File: src/rtl/vga_timing_gen.sv
// VGA raster timing generator: pixel clock-enable, X/Y raster counters, polarity-configurable
// sync, visible-area blank and a PIPE-deep sync/blank delay line advanced on pixel steps.
module vga_timing_gen #(
  parameter int   CW      = 10,
  parameter int   H_VA    = 640,
  parameter int   H_FP    = 16,
  parameter int   H_SP    = 96,
  parameter int   H_BP    = 48,
  parameter int   V_VA    = 480,
  parameter int   V_FP    = 10,
  parameter int   V_SP    = 2,
  parameter int   V_BP    = 33,
  parameter int   CLK_DIV = 2,
  parameter logic HS_POL  = 1'b0,
  parameter logic VS_POL  = 1'b0,
  parameter int   PIPE    = 0
) (
  input  logic          clk,
  input  logic          rst,
  input  logic          en,
  output logic          pix_ce,
  output logic [CW-1:0] Q_X,
  output logic [CW-1:0] Q_Y,
  output logic          active,
  output logic          Hs,
  output logic          Vs,
  output logic          VGA_Blank,
  output logic          VGA_Sync_N,
  output logic          line_start,
  output logic          frame_start,
  output logic [15:0]   frame_cnt
);

  localparam int H_TOT = H_VA + H_FP + H_SP + H_BP;
  localparam int V_TOT = V_VA + V_FP + V_SP + V_BP;
  localparam int DW    = (CLK_DIV > 1) ? $clog2(CLK_DIV) : 1;

  localparam logic [DW-1:0] DIV_LAST = DW'(CLK_DIV - 1);
  localparam logic [CW-1:0] X_LAST   = CW'(H_TOT - 1);
  localparam logic [CW-1:0] Y_LAST   = CW'(V_TOT - 1);

  localparam logic [31:0] HS_BEG = 32'(H_VA + H_FP);
  localparam logic [31:0] HS_END = 32'(H_VA + H_FP + H_SP);
  localparam logic [31:0] VS_BEG = 32'(V_VA + V_FP);
  localparam logic [31:0] VS_END = 32'(V_VA + V_FP + V_SP);
  localparam logic [31:0] X_VIS  = 32'(H_VA);
  localparam logic [31:0] Y_VIS  = 32'(V_VA);

  if (((H_TOT - 1) >> CW) != 0) begin : g_chk_h
    $error("vga_timing_gen: H_TOT-1 does not fit in CW bits");
  end
  if (((V_TOT - 1) >> CW) != 0) begin : g_chk_v
    $error("vga_timing_gen: V_TOT-1 does not fit in CW bits");
  end
  if (CLK_DIV < 1) begin : g_chk_div
    $error("vga_timing_gen: CLK_DIV must be at least 1");
  end
  if (PIPE < 0 || PIPE > 4) begin : g_chk_pipe
    $error("vga_timing_gen: PIPE must be in 0..4");
  end

  logic [DW-1:0] r_div;
  logic [CW-1:0] r_x;
  logic [CW-1:0] r_y;
  logic [15:0]   r_frame_cnt;

  logic          w_pix_ce;
  logic          w_x_last;
  logic          w_y_last;
  logic          w_line_start;
  logic          w_frame_start;
  logic [31:0]   w_x32;
  logic [31:0]   w_y32;
  logic          w_hs_raw;
  logic          w_vs_raw;
  logic          w_active;
  logic          w_hs_d;
  logic          w_vs_d;
  logic          w_act_d;

  // Gating with rst keeps every strobe low while reset is held, even when CLK_DIV=1.
  assign w_pix_ce      = en & rst & (r_div == DIV_LAST);
  assign w_x_last      = (r_x == X_LAST);
  assign w_y_last      = (r_y == Y_LAST);
  assign w_line_start  = w_pix_ce & w_x_last;
  assign w_frame_start = w_line_start & w_y_last;

  always_ff @(posedge clk or negedge rst) begin
    if (!rst) begin
      r_div <= '0;
    end else if (en) begin
      if (r_div == DIV_LAST) begin
        r_div <= '0;
      end else begin
        r_div <= r_div + 1'b1;
      end
    end
  end

  always_ff @(posedge clk or negedge rst) begin
    if (!rst) begin
      r_x         <= '0;
      r_y         <= '0;
      r_frame_cnt <= '0;
    end else if (w_pix_ce) begin
      if (w_x_last) begin
        r_x <= '0;
        if (w_y_last) begin
          r_y         <= '0;
          r_frame_cnt <= r_frame_cnt + 16'd1;
        end else begin
          r_y <= r_y + 1'b1;
        end
      end else begin
        r_x <= r_x + 1'b1;
      end
    end
  end

  assign w_x32    = 32'(r_x);
  assign w_y32    = 32'(r_y);
  assign w_hs_raw = (w_x32 >= HS_BEG) && (w_x32 < HS_END);
  assign w_vs_raw = (w_y32 >= VS_BEG) && (w_y32 < VS_END);
  assign w_active = (w_x32 < X_VIS) && (w_y32 < Y_VIS);

  if (PIPE == 0) begin : g_nopipe
    assign w_hs_d  = w_hs_raw;
    assign w_vs_d  = w_vs_raw;
    assign w_act_d = w_active;
  end else begin : g_pipe
    // Stages hold raw (pre-polarity) levels so reset value 0 means "deasserted, not visible".
    logic [2:0] r_pipe [PIPE];

    always_ff @(posedge clk or negedge rst) begin
      if (!rst) begin
        for (int i = 0; i < PIPE; i++) begin
          r_pipe[i] <= 3'b000;
        end
      end else if (w_pix_ce) begin
        r_pipe[0] <= {w_hs_raw, w_vs_raw, w_active};
        for (int i = 1; i < PIPE; i++) begin
          r_pipe[i] <= r_pipe[i-1];
        end
      end
    end

    assign {w_hs_d, w_vs_d, w_act_d} = r_pipe[PIPE-1];
  end

  assign pix_ce      = w_pix_ce;
  assign Q_X         = r_x;
  assign Q_Y         = r_y;
  assign active      = w_active;
  assign Hs          = w_hs_d ? HS_POL : ~HS_POL;
  assign Vs          = w_vs_d ? VS_POL : ~VS_POL;
  assign VGA_Blank   = w_act_d;
  assign VGA_Sync_N  = 1'b1;
  assign line_start  = w_line_start;
  assign frame_start = w_frame_start;
  assign frame_cnt   = r_frame_cnt;

endmodule

File: config.mk
export PLATFORM = sky130hd
export DESIGN_NAME = vga_timing_gen
export DESIGN_NICKNAME = d
export VERILOG_FILES = /design/src/rtl/vga_timing_gen.sv
export SDC_FILE = /design/constraint.sdc
export NUM_CORES = 1
export LEC_CHECK = 0
export ABC_AREA = 1
export BUFFER_PORTS_ARGS = -buffer_cell sky130_fd_sc_hd__buf_2
export CORE_MARGIN = 2
export CORE_UTILIZATION = 40
export DETAILED_ROUTE_END_ITERATION = 8
export MAX_ROUTING_LAYER = met4
export PLACE_DENSITY = 0.7
export SLEW_MARGIN = 20
export SYNTH_ARGS = -nofsm -noshare
export SYNTH_HDL_FRONTEND = slang
export SYNTH_SLANG_ARGS = --single-unit
File: constraint.sdc
create_clock -name clk -period 2.85 [get_ports clk]
set_input_delay 0.1425 -clock clk [delete_from_list [all_inputs] [get_ports clk]]
set_output_delay 0.1425 -clock clk [all_outputs]
set_load 0.05 [all_outputs]
==> results of run 1 <==
synth_stat cells (4+ instances only):
master,instances
nand3_1,20
nor3_1,5
xor2_1,13
o21ai_1,4
nand2_2,6
o21ai_0,12
o21ai_2,4
dfrtp_1,37
nand4_1,8
nor2_1,38
ha_1,6
inv_1,33
nand2_1,114
buf_4,4
state kept, by name, indices dropped and copies added, names as in the netlist:
signal	flops
Q_Y	10
frame_cnt	16
r_div	1
Q_X	10
layout make-up:
type	instances	area share
repair buffers	47	0.0884
clock buffers	7	0.0314
flip-flops and latches	37	0.337
well taps	75	0.0342
inverters	36	0.0492
multi-input cells	248	0.459
power by group through the flow:
stage               Clock, W  Sequential (W)  Combinational, W
finish              0.000369        0.000649          0.000358
global route        0.000403        0.000659          0.000389
CTS                 0.000380        0.000649          0.000362
detailed placement         0        0.000659          0.000358
floorplan                  0        0.000791          0.000140
global placement           0        0.000654          0.000355
cell families (layout without fill, tap and decap cells):
group	after synthesis	after routing	synth area share
AOI/OAI and AO/OA	24	24	0.0578
xor gates and xnor gates	14	14	0.0515
adders and majority gates	6	6	0.0315
buffers and inverters	43	90	0.0841
DFF	37	37	0.389
other	1	1	0.00157
and+or+nand+nor	203	203	0.385
worst min path at each step:
stage / to / start / slack (ns)
6_report: r_div / en / 0.07
5_1_grt: r_div / en / 0.06
4_1_cts: r_div / en / 0.07
3_5_place_dp: r_div / rst / 0.27
3_3_place_gp: r_div / rst / 0.27
2_1_floorplan: Q_X[0] / rst / -0.15
metrics by stage:
step | worst slack [ns] | power (W)
2_1_floorplan | 0.475 | 0.000931
3_3_place_gp | 1.18 | 0.00101
3_5_place_dp | 1.07 | 0.00102
4_1_cts | 0.814 | 0.00139
6_report | 0.822 | 0.00138
5_1_grt | 0.690 | 0.00145
routing by layer:
| metal | vias up | global-route usage | wire (um) | share of wire |
|---|---|---|---|---|
| met5 | - | - | 0 | 0 |
| met4 | 0 | 0.0576 | 50 | 0.0097 |
| met3 | 4 | 0.0311 | 162 | 0.031 |
| met2 | 41 | 0.267 | 2450 | 0.47 |
| met1 | 999 | 0.220 | 2510 | 0.49 |
| li1 | 1122 | - | - | - |
repair_timing:
item                                    CTS  global route
setup buffers                             0             0
endpoints found under the setup margin    0             0
hold buffers                              1             0
hold endpoints to repair                 37             0
==> results.json, run 1 <==
{
  "h-tree-depth": 2,
  "synth_flop_cell": "dfrtp_1",
  "ys_async_sr_fraction": 1.00,
  "netSwitchingFraction": 0.383,
  "synth.yosys.seq_area_share": 0.389,
  "p_sw_w": 0.000526,
  "clkLatencyLatePin_ns": 0.28,
  "reg2reg_depth": 6,
  "fin_setup_tns_ns": 0,
  "layout_common_cells": "114 x nand2_1, 45 x buf_2, 38 x nor2_1",
  "grt_pass1_wl_um": 8470,
  "final_cells": 450,
  "yosysTopAreaCell": "dfrtp_1",
  "wl_um": 5170,
  "cp-endpoint": "frame_start",
  "core_um2": 5850,
  "cts_buffers": 5,
  "hold_viol": 0,
  "dp_cells": 442,
  "worstReg2RegStart": "Q_X[0]",
  "cp_data_required_time_ns": 2.71,
  "rsz0062_at_grt": "false",
  "cp.arrival_ns": 1.89,
  "drtAntennaViolNets": 0,
  "drc": 0,
  "postCtsResizedCells": 0,
  "cp-end-kind": "primary output",
  "setup_violations": 0,
  "die-width_um": 81.2,
  "final_common_cell": "nand2_1",
  "synthCells": 328,
  "hold_path_class": "input pin to flip-flop",
  "dieArea_um2": 6590,
  "start_util": 0.407,
  "clk_pin_slew_worst_paths_ns": 0.07,
  "post-route-period-util": 0.711,
  "yosys_warnings": 0,
  "clock-skew-final_ns": 0.00646,
  "cp-start-kind": "flip-flop",
  "drive_gt1_frac": 0.200,
  "syn_to_final_growth_pct": 15.3,
  "dp_hpwl_um": 3830,
  "slew_violations": 0,
  "clockBufferDepth": 2,
  "final_nets": 384,
  "register_area_um2": 926,
  "detail_route.wl_per_cell_um": 11.5,
  "grtUsageTotal": 0.169,
  "fp.dieH_um": 81.2,
  "ys_ff_latch": 37,
  "cts_sinks": 37,
  "grt.overflow.total": 0,
  "multi_input_area_um2": 1260,
  "synth_top_area_share": 0.389,
  "vdd_drop_max_mv": 0.436,
  "io_pins": 47,
  "clkPwrFrac": 0.268,
  "outcome": "finished, final reports clean",
  "crit_type": "flip-flop to primary output",
  "port_buffers": 45,
  "antenna_found_initial": 0,
  "cp.depth": 8,
  "powerDensity_nw_per_um2": 501,
  "combPwrFrac": 0.260,
  "netlist_area_um2": 2380,
  "fmax_mhz": 493,
  "crit_family": "simple AND/OR/NAND/NOR gates",
  "place.gp.congestion": 0.874,
  "cts_tree": "yes",
  "p_leak_nw": 1.49,
  "rows": 28,
  "r2r_end": "frame_cnt[12]",
  "filler_cell_count": 605,
  "antennaDiodeCount": 0,
  "p_int_w": 0.000849,
  "syn_nets": 337,
  "num_vias": 2166,
  "drv_cap": 0,
  "final_area_um2": 2750,
  "fin_crit_ns": 2.03,
  "vias_per_cell": 4.81,
  "path_max_fanout": 6,
  "synth_edf_count": 0,
  "first_pass_iters": 7,
  "grt_start_max_net_pins": 38,
  "worst_path_most_repeated_cell": "nand2_1",
  "timing.critical_path.from": "Q_X[0]",
  "clock-root-buffer": "clkbuf_8",
  "r2r_setup_slack_ns": 1.07,
  "min_path_cells": 2,
  "syn_avg_cell_area_um2": 7.26,
  "p_seq_frac": 0.472,
  "max_stage_delay_ns": 0.44,
  "ys_types": 31,
  "dpl-instance-area_um2": 2650,
  "grt_pass1_vias": 1879,
  "crit_chain": "ha_1, nand2_1, nor2_4, nand2_1, inv_1, nand3_1, nor2_1, buf_2",
  "critPathSlowestCell": "dfrtp_1",
  "initialDrtViolationCount": 99,
  "synth_area_leaders": "dfrtp_1 39%, nand2_1 18%, nor2_1 6.0%",
  "critPathBufInv": 2,
  "timing.hold.ws_ns": 0.0675,
  "fin_util": 0.469
}
Power figures use the tool's default switching activity.
==> inputs of run 2 (changes only) <==
- ABC_AREA: 1 -> 0
- PLACE_DENSITY: 0.7 -> 0.74
- clock period: 2.85 -> 1.7 ns (I/O delays scaled with it)
==> run 2 against run 1 <==
  * The flow now finishes with violations (setup timing)
  * Core utilization is 17 points higher
  * First-iteration DRC count is 39% lower
  * Final cell count is 25% lower
  * Clock power is 120% higher
  * Sequential power is 51% higher
  * Area after synthesis is 19% lower
  * Combinational power is 39% higher
  * Synthesized cell count is 42% lower
  * Count of clock-buffer cells in the layout is 1 lower
  * Setup slack worse by 1.1 ns
  * Critical path type unchanged
  * Highest routed layer unchanged
==> results.json, run 2 <==
{
  "crit_type": "flip-flop to primary output",
  "drc": 0,
  "cts_buffers": 5,
  "first_pass_iters": 4,
  "dpl-instance-area_um2": 2560,
  "num_vias": 1806,
  "antennaDiodeCount": 0,
  "syn_nets": 200,
  "max_stage_delay_ns": 0.57,
  "violations": "setup timing",
  "slew_violations": 0,
  "detail_route.wl_per_cell_um": 15.7,
  "clock-root-buffer": "clkbuf_8",
  "wl_met1_um": 2180,
  "p_leak_nw": 1.50,
  "crit_chain": "nor4b_4, or4b_4, inv_4, buf_6, buf_8",
  "rows": 25,
  "combPwrFrac": 0.218,
  "critPathBufInv": 3,
  "min_from": "en",
  "total_power_w": 0.00228,
  "netlist_area_um2": 1920,
  "largest_reg_flops": 16,
  "crit_family": "simple AND/OR/NAND/NOR gates",
  "dp_cells": 322,
  "place.gp.congestion": 0.789,
  "critPathSlowestCell": "or4b_4",
  "p_seq_frac": 0.430,
  "cp-start-kind": "flip-flop",
  "cp.depth": 5,
  "ys_types": 39,
  "clock-skew-final_ns": 0.0114,
  "yosysTopAreaCell": "dfrtp_1",
  "drv_cap": 0,
  "dieArea_um2": 5360,
  "fmax_mhz": 494,
  "cp-end-kind": "primary output",
  "initialDrtViolationCount": 60,
  "fin_util": 0.640,
  "vias_per_cell": 5.33,
  "grtUsageTotal": 0.207,
  "io_pins": 47,
  "clk_pin_slew_worst_paths_ns": 0.08,
  "yosysMostFrequentCell": "dfrtp_1",
  "post-place-ws_ns": -0.299,
  "final_cells": 339,
  "clkPwrFrac": 0.352,
  "hold_path_class": "input pin to flip-flop",
  "synth_area_leaders": "dfrtp_1 48%, xor2_1 6.4%, xnor2_1 5.5%",
  "final_area_um2": 2980,
  "synth_edf_count": 0,
  "wl_met3_um": 278,
  "cp.arrival_ns": 1.94,
  "port_buffers": 45,
  "cts_sinks": 37,
  "p_sw_w": 0.000697,
  "path_max_fanout": 6,
  "drive_gt1_frac": 0.540,
  "final_common_cell": "buf_2",
  "setup_violations": 33,
  "post-route-period-util": 1.19,
  "vdd_drop_max_mv": 0.548,
  "dp_hpwl_um": 3310,
  "synth_commonest_cells": "37 x dfrtp_1, 17 x nand2_1, 14 x xor2_1",
  "routed.top_layer": "met4",
  "core_um2": 4660,
  "clockBufferDepth": 2,
  "cts_tree": "yes",
  "grt_pass1_vias": 1757,
  "antenna_found_initial": 0,
  "r2r_end": "frame_cnt[8]",
  "clkLatencyLatePin_ns": 0.29,
  "h-tree-depth": 2,
  "p_int_w": 0.00159,
  "min_to": "r_div",
  "reg2reg_depth": 6,
  "grt.overflow.total": 0,
  "fin_crit_ns": 2.02,
  "wl_um": 5340,
  "powerDensity_nw_per_um2": 766,
  "layout_common_cells": "39 x buf_2, 36 x buf_4, 24 x dfrtp_1",
  "start_util": 0.412,
  "synth_flop_cell": "dfrtp_1",
  "grt_start_max_net_pins": 38,
  "die-width_um": 73.2,
  "worstReg2RegStart": "Q_X[6]",
  "final_nets": 293,
  "wl_met2_um": 2750,
  "filler_cell_count": 366,
  "cp_data_required_time_ns": 1.62,
  "synthCells": 191,
  "ys_ff_latch": 37,
  "r2r_setup_slack_ns": -0.29,
  "synth_top_area_share": 0.483,
  "rsz0062_at_grt": "true",
  "netSwitchingFraction": 0.305,
  "fp.dieH_um": 73.2,
  "grt_pass1_wl_um": 8250,
  "outcome": "finished, violations left",
  "yosys_warnings": 0,
  "worst_slack_ns": -0.323,
  "synth.yosys.seq_area_share": 0.483,
  "drtAntennaViolNets": 0,
  "syn_to_final_growth_pct": 55.5,
  "hold_viol": 0,
  "min_path_cells": 2,
  "ys_async_sr_fraction": 1.00,
  "syn_avg_cell_area_um2": 10.0
}
-- run 2: cell types whose count changed after synthesis, sizes merged, moves of 4 or more --
| cell | change |
|---|---|
| a31oi | +4 |
| nor3 | +7 |
| and3 | +4 |
| and2 | +4 |
| inv | -23 |
| o21ai | -14 |
| nand2 | -104 |
| nor2 | -36 |
| xnor2 | +11 |
| nand3 | -9 |
| and4 | +4 |
-- run 2: worst max-delay path by stage --
| stage | start | end | slack [ns] |
|---|---|---|---|
| floorplan | Q_X[6] | frame_cnt[1] | -0.52 |
| global placement | Q_X[6] | line_start | -0.24 |
| detailed placement | Q_X[6] | frame_cnt[14] | -0.30 |
| CTS | Q_X[5] | line_start | -0.36 |
| global route | Q_X[6] | Q_Y[6] | -0.37 |
| finish | Q_X[6] | line_start | -0.32 |
-- run 2: logic make-up after synthesis --
| kind of cell | Yosys count | synth area share |
|---|---|---|
| adders and majority gates | 6 | 0.0391 |
| AOI/OAI and AO/OA | 18 | 0.0574 |
| xor gates and xnor gates | 26 | 0.119 |
| other | 1 | 0.00196 |
| muxes | 2 | 0.0117 |
| buffers and inverters | 19 | 0.0463 |
| DFF | 37 | 0.483 |
| and+or+nand+nor | 82 | 0.242 |
-- run 2: timing repair --
action	in CTS	in global routing
pin swaps	25	11
endpoints found under the hold margin	37	0
setup buffers	7	2
hold buffers	1	0
setup endpoints to repair	36	36
resized for setup	48	16
-- run 2: per-layer routing --
| metal | global-route usage | vias to the layer above |
|---|---|---|
| li1 | - | 850 |
| met1 | 0.253 | 875 |
| met2 | 0.339 | 69 |
| met3 | 0.0456 | 12 |
| met4 | 0.0679 | 0 |
| met5 | - | - |
-- run 2: metrics by stage --
step	setup TNS (ns)	hold WS, ns
2_1_floorplan	-9.37	-0.211
3_3_place_gp	-5.28	0.206
3_5_place_dp	-6.51	0.205
4_1_cts	-8.06	0.00932
5_1_grt	-8.90	0.0161
6_report	-7.01	0.0164
-- run 2: layout make-up --
type | count | area [um^2] | area share
clock buffers | 6 | 82.6 | 0.0277
clock inverters | 2 | 37.5 | 0.0126
inverters | 12 | 47.5 | 0.0159
multi-input cells | 135 | 1130 | 0.378
flip-flops and latches | 37 | 942 | 0.316
well taps | 54 | 67.6 | 0.0227
repair buffers | 93 | 678 | 0.227
-- run 2: power by group through the flow --
stage	Combinational (W)	Clock [W]	Sequential, W
floorplan	0.000114	0	0.00118
global placement	0.000475	0	0.000997
detailed placement	0.000486	0	0.000999
CTS	0.000502	0.000812	0.000983
global route	0.000541	0.000850	0.000990
finish	0.000497	0.000804	0.000983
==> inputs of run 3 (changes only) <==
- RECOVER_POWER: default -> 25
==> run 3 against run 2 <==
  * The run still ends with setup timing left
  * Final area is 0.13% lower
  * Combinational power is essentially flat
  * Routed wire length is the same
  * Sequential share of layout area hardly changed
  * Critical path type unchanged
  * Largest cell class unchanged
==> results.json, run 3 (synthesized netlist as in run 2, its figures left out) <==
{
  "cp-end-kind": "primary output",
  "dieArea_um2": 5360,
  "path_max_fanout": 6,
  "multi_input_area_um2": 1130,
  "drive_gt1_frac": 0.537,
  "dp_hpwl_um": 3310,
  "cts_tree": "yes",
  "antennaDiodeCount": 0,
  "h-tree-depth": 2,
  "maxSlewHeadroom": 0.379,
  "fin_setup_tns_ns": -7.01,
  "wl_um": 5340,
  "port_buffers": 45,
  "drc": 0,
  "die-width_um": 73.2,
  "violations": "setup timing",
  "reg2reg_depth": 6,
  "grt.overflow.total": 0,
  "rsz0062_at_grt": "true",
  "grtUsageTotal": 0.207,
  "setup_violations": 33,
  "syn_to_final_growth_pct": 55.3,
  "outcome": "finished, violations left",
  "final_area_um2": 2980,
  "final_common_cell": "buf_2",
  "place.gp.congestion": 0.789,
  "grt_start_max_net_pins": 38,
  "cp-start-kind": "flip-flop",
  "worst_slack_ns": -0.325,
  "min_from": "en",
  "fin_crit_ns": 2.02,
  "vias_per_cell": 5.32,
  "p_leak_nw": 1.49,
  "final_nets": 293,
  "cts_sinks": 37,
  "worstReg2RegStart": "Q_X[6]",
  "vdd_drop_max_mv": 0.548,
  "grt_pass1_vias": 1757,
  "detail_route.wl_per_cell_um": 15.7,
  "cts_buffers": 5,
  "min_path_cells": 2,
  "first_pass_iters": 4,
  "hold_path_class": "input pin to flip-flop",
  "cp.arrival_ns": 1.94,
  "core_um2": 4660,
  "drv_cap": 0,
  "clock-skew-final_ns": 0.0129,
  "hold_viol": 0,
  "num_vias": 1805,
  "io_pins": 47,
  "clockBufferDepth": 2,
  "clkLatencyLatePin_ns": 0.30,
  "min_to": "r_div",
  "drtAntennaViolNets": 0,
  "grt_pass1_wl_um": 8250,
  "rows": 25,
  "filler_cell_count": 367,
  "r2r_setup_slack_ns": -0.29,
  "layout_common_cells": "38 x buf_2, 34 x buf_4, 24 x dfrtp_1",
  "dp_cells": 322,
  "final_cells": 339,
  "largest_reg_flops": 16,
  "worst_slew_pin_slew_ns": 0.932,
  "powerDensity_nw_per_um2": 767,
  "clock-root-buffer": "clkbuf_8",
  "dpl-instance-area_um2": 2560,
  "cp_data_required_time_ns": 1.62,
  "clk_pin_slew_worst_paths_ns": 0.08,
  "post-route-period-util": 1.19,
  "start_util": 0.412,
  "crit_type": "flip-flop to primary output",
  "r2r_end": "frame_cnt[8]",
  "register_area_um2": 942,
  "fmax_mhz": 494,
  "fp.dieH_um": 73.2,
  "slew_violations": 0,
  "initialDrtViolationCount": 56,
  "antenna_found_initial": 0
}
run 3: cell count changes in the layout (fill, tap and decap cells not counted):
cell and change:
clkbuf_2 +1, buf_4 -2, clkbuf_1 +1, buf_2 -1, clkbuf_4 +1
run 3: power breakdown:
part           switching, W  internal [W]
Combinational      0.000329      0.000166
Clock              0.000330      0.000477
Sequential        0.0000404      0.000942
run 3: through the flow:
stage / power (W) / setup slack [ns] / hold WS, ns / util
floorplan: 0.00129 / -0.522 / -0.211 / -
global placement: 0.00147 / -0.238 / 0.206 / 0.549
detailed placement: 0.00149 / -0.299 / 0.205 / 0.549
CTS: 0.00230 / -0.360 / 0.00932 / 0.627
global route: 0.00238 / -0.368 / 0.0161 / 0.639
finish: 0.00228 / -0.325 / 0.0157 / 0.639
run 3: cell type report:
| class | instances | share of cell area |
|---|---|---|
| Clock inverter | 2 | 0.0126 |
| Clock buffer | 6 | 0.0277 |
| Inverter | 12 | 0.0160 |
| Multi-Input combinational cell | 135 | 0.378 |
| Tap cell | 54 | 0.0227 |
| Sequential cell | 37 | 0.316 |
| Timing Repair Buffer | 93 | 0.226 |
run 3: worst max path at each step:
stage / cells after the start / slack [ns] / endpoint / from
2_1_floorplan: 5 / -0.52 / frame_cnt[1] / Q_X[6]
3_3_place_gp: 6 / -0.24 / line_start / Q_X[6]
3_5_place_dp: 5 / -0.30 / frame_cnt[14] / Q_X[6]
4_1_cts: 6 / -0.36 / line_start / Q_X[5]
5_1_grt: 7 / -0.37 / Q_Y[6] / Q_X[6]
6_report: 5 / -0.32 / line_start / Q_X[6]
run 3: what timing repair did:
action,in CTS,in global routing
hold buffers,1,0
hold endpoints to repair,37,0
pin swaps,25,11
cloned,0,0
endpoints found under the setup margin,36,36
buffers inserted,7,2
gates resized for setup,48,16
run 3: routing by layer:
layer	vias to the layer above	GRT usage	wire (um)
li1	851	-	-
met1	883	0.253	2180
met2	61	0.339	2770
met3	10	0.0456	273
met4	0	0.0679	110
met5	-	-	0
run 3: critical path, cell delays in order (launching register included):
cell	delay, ns
dfrtp_2	0.43
nor4b_4	0.30
or4b_4	0.57
inv_4	0.09
buf_6	0.11
buf_8	0.14
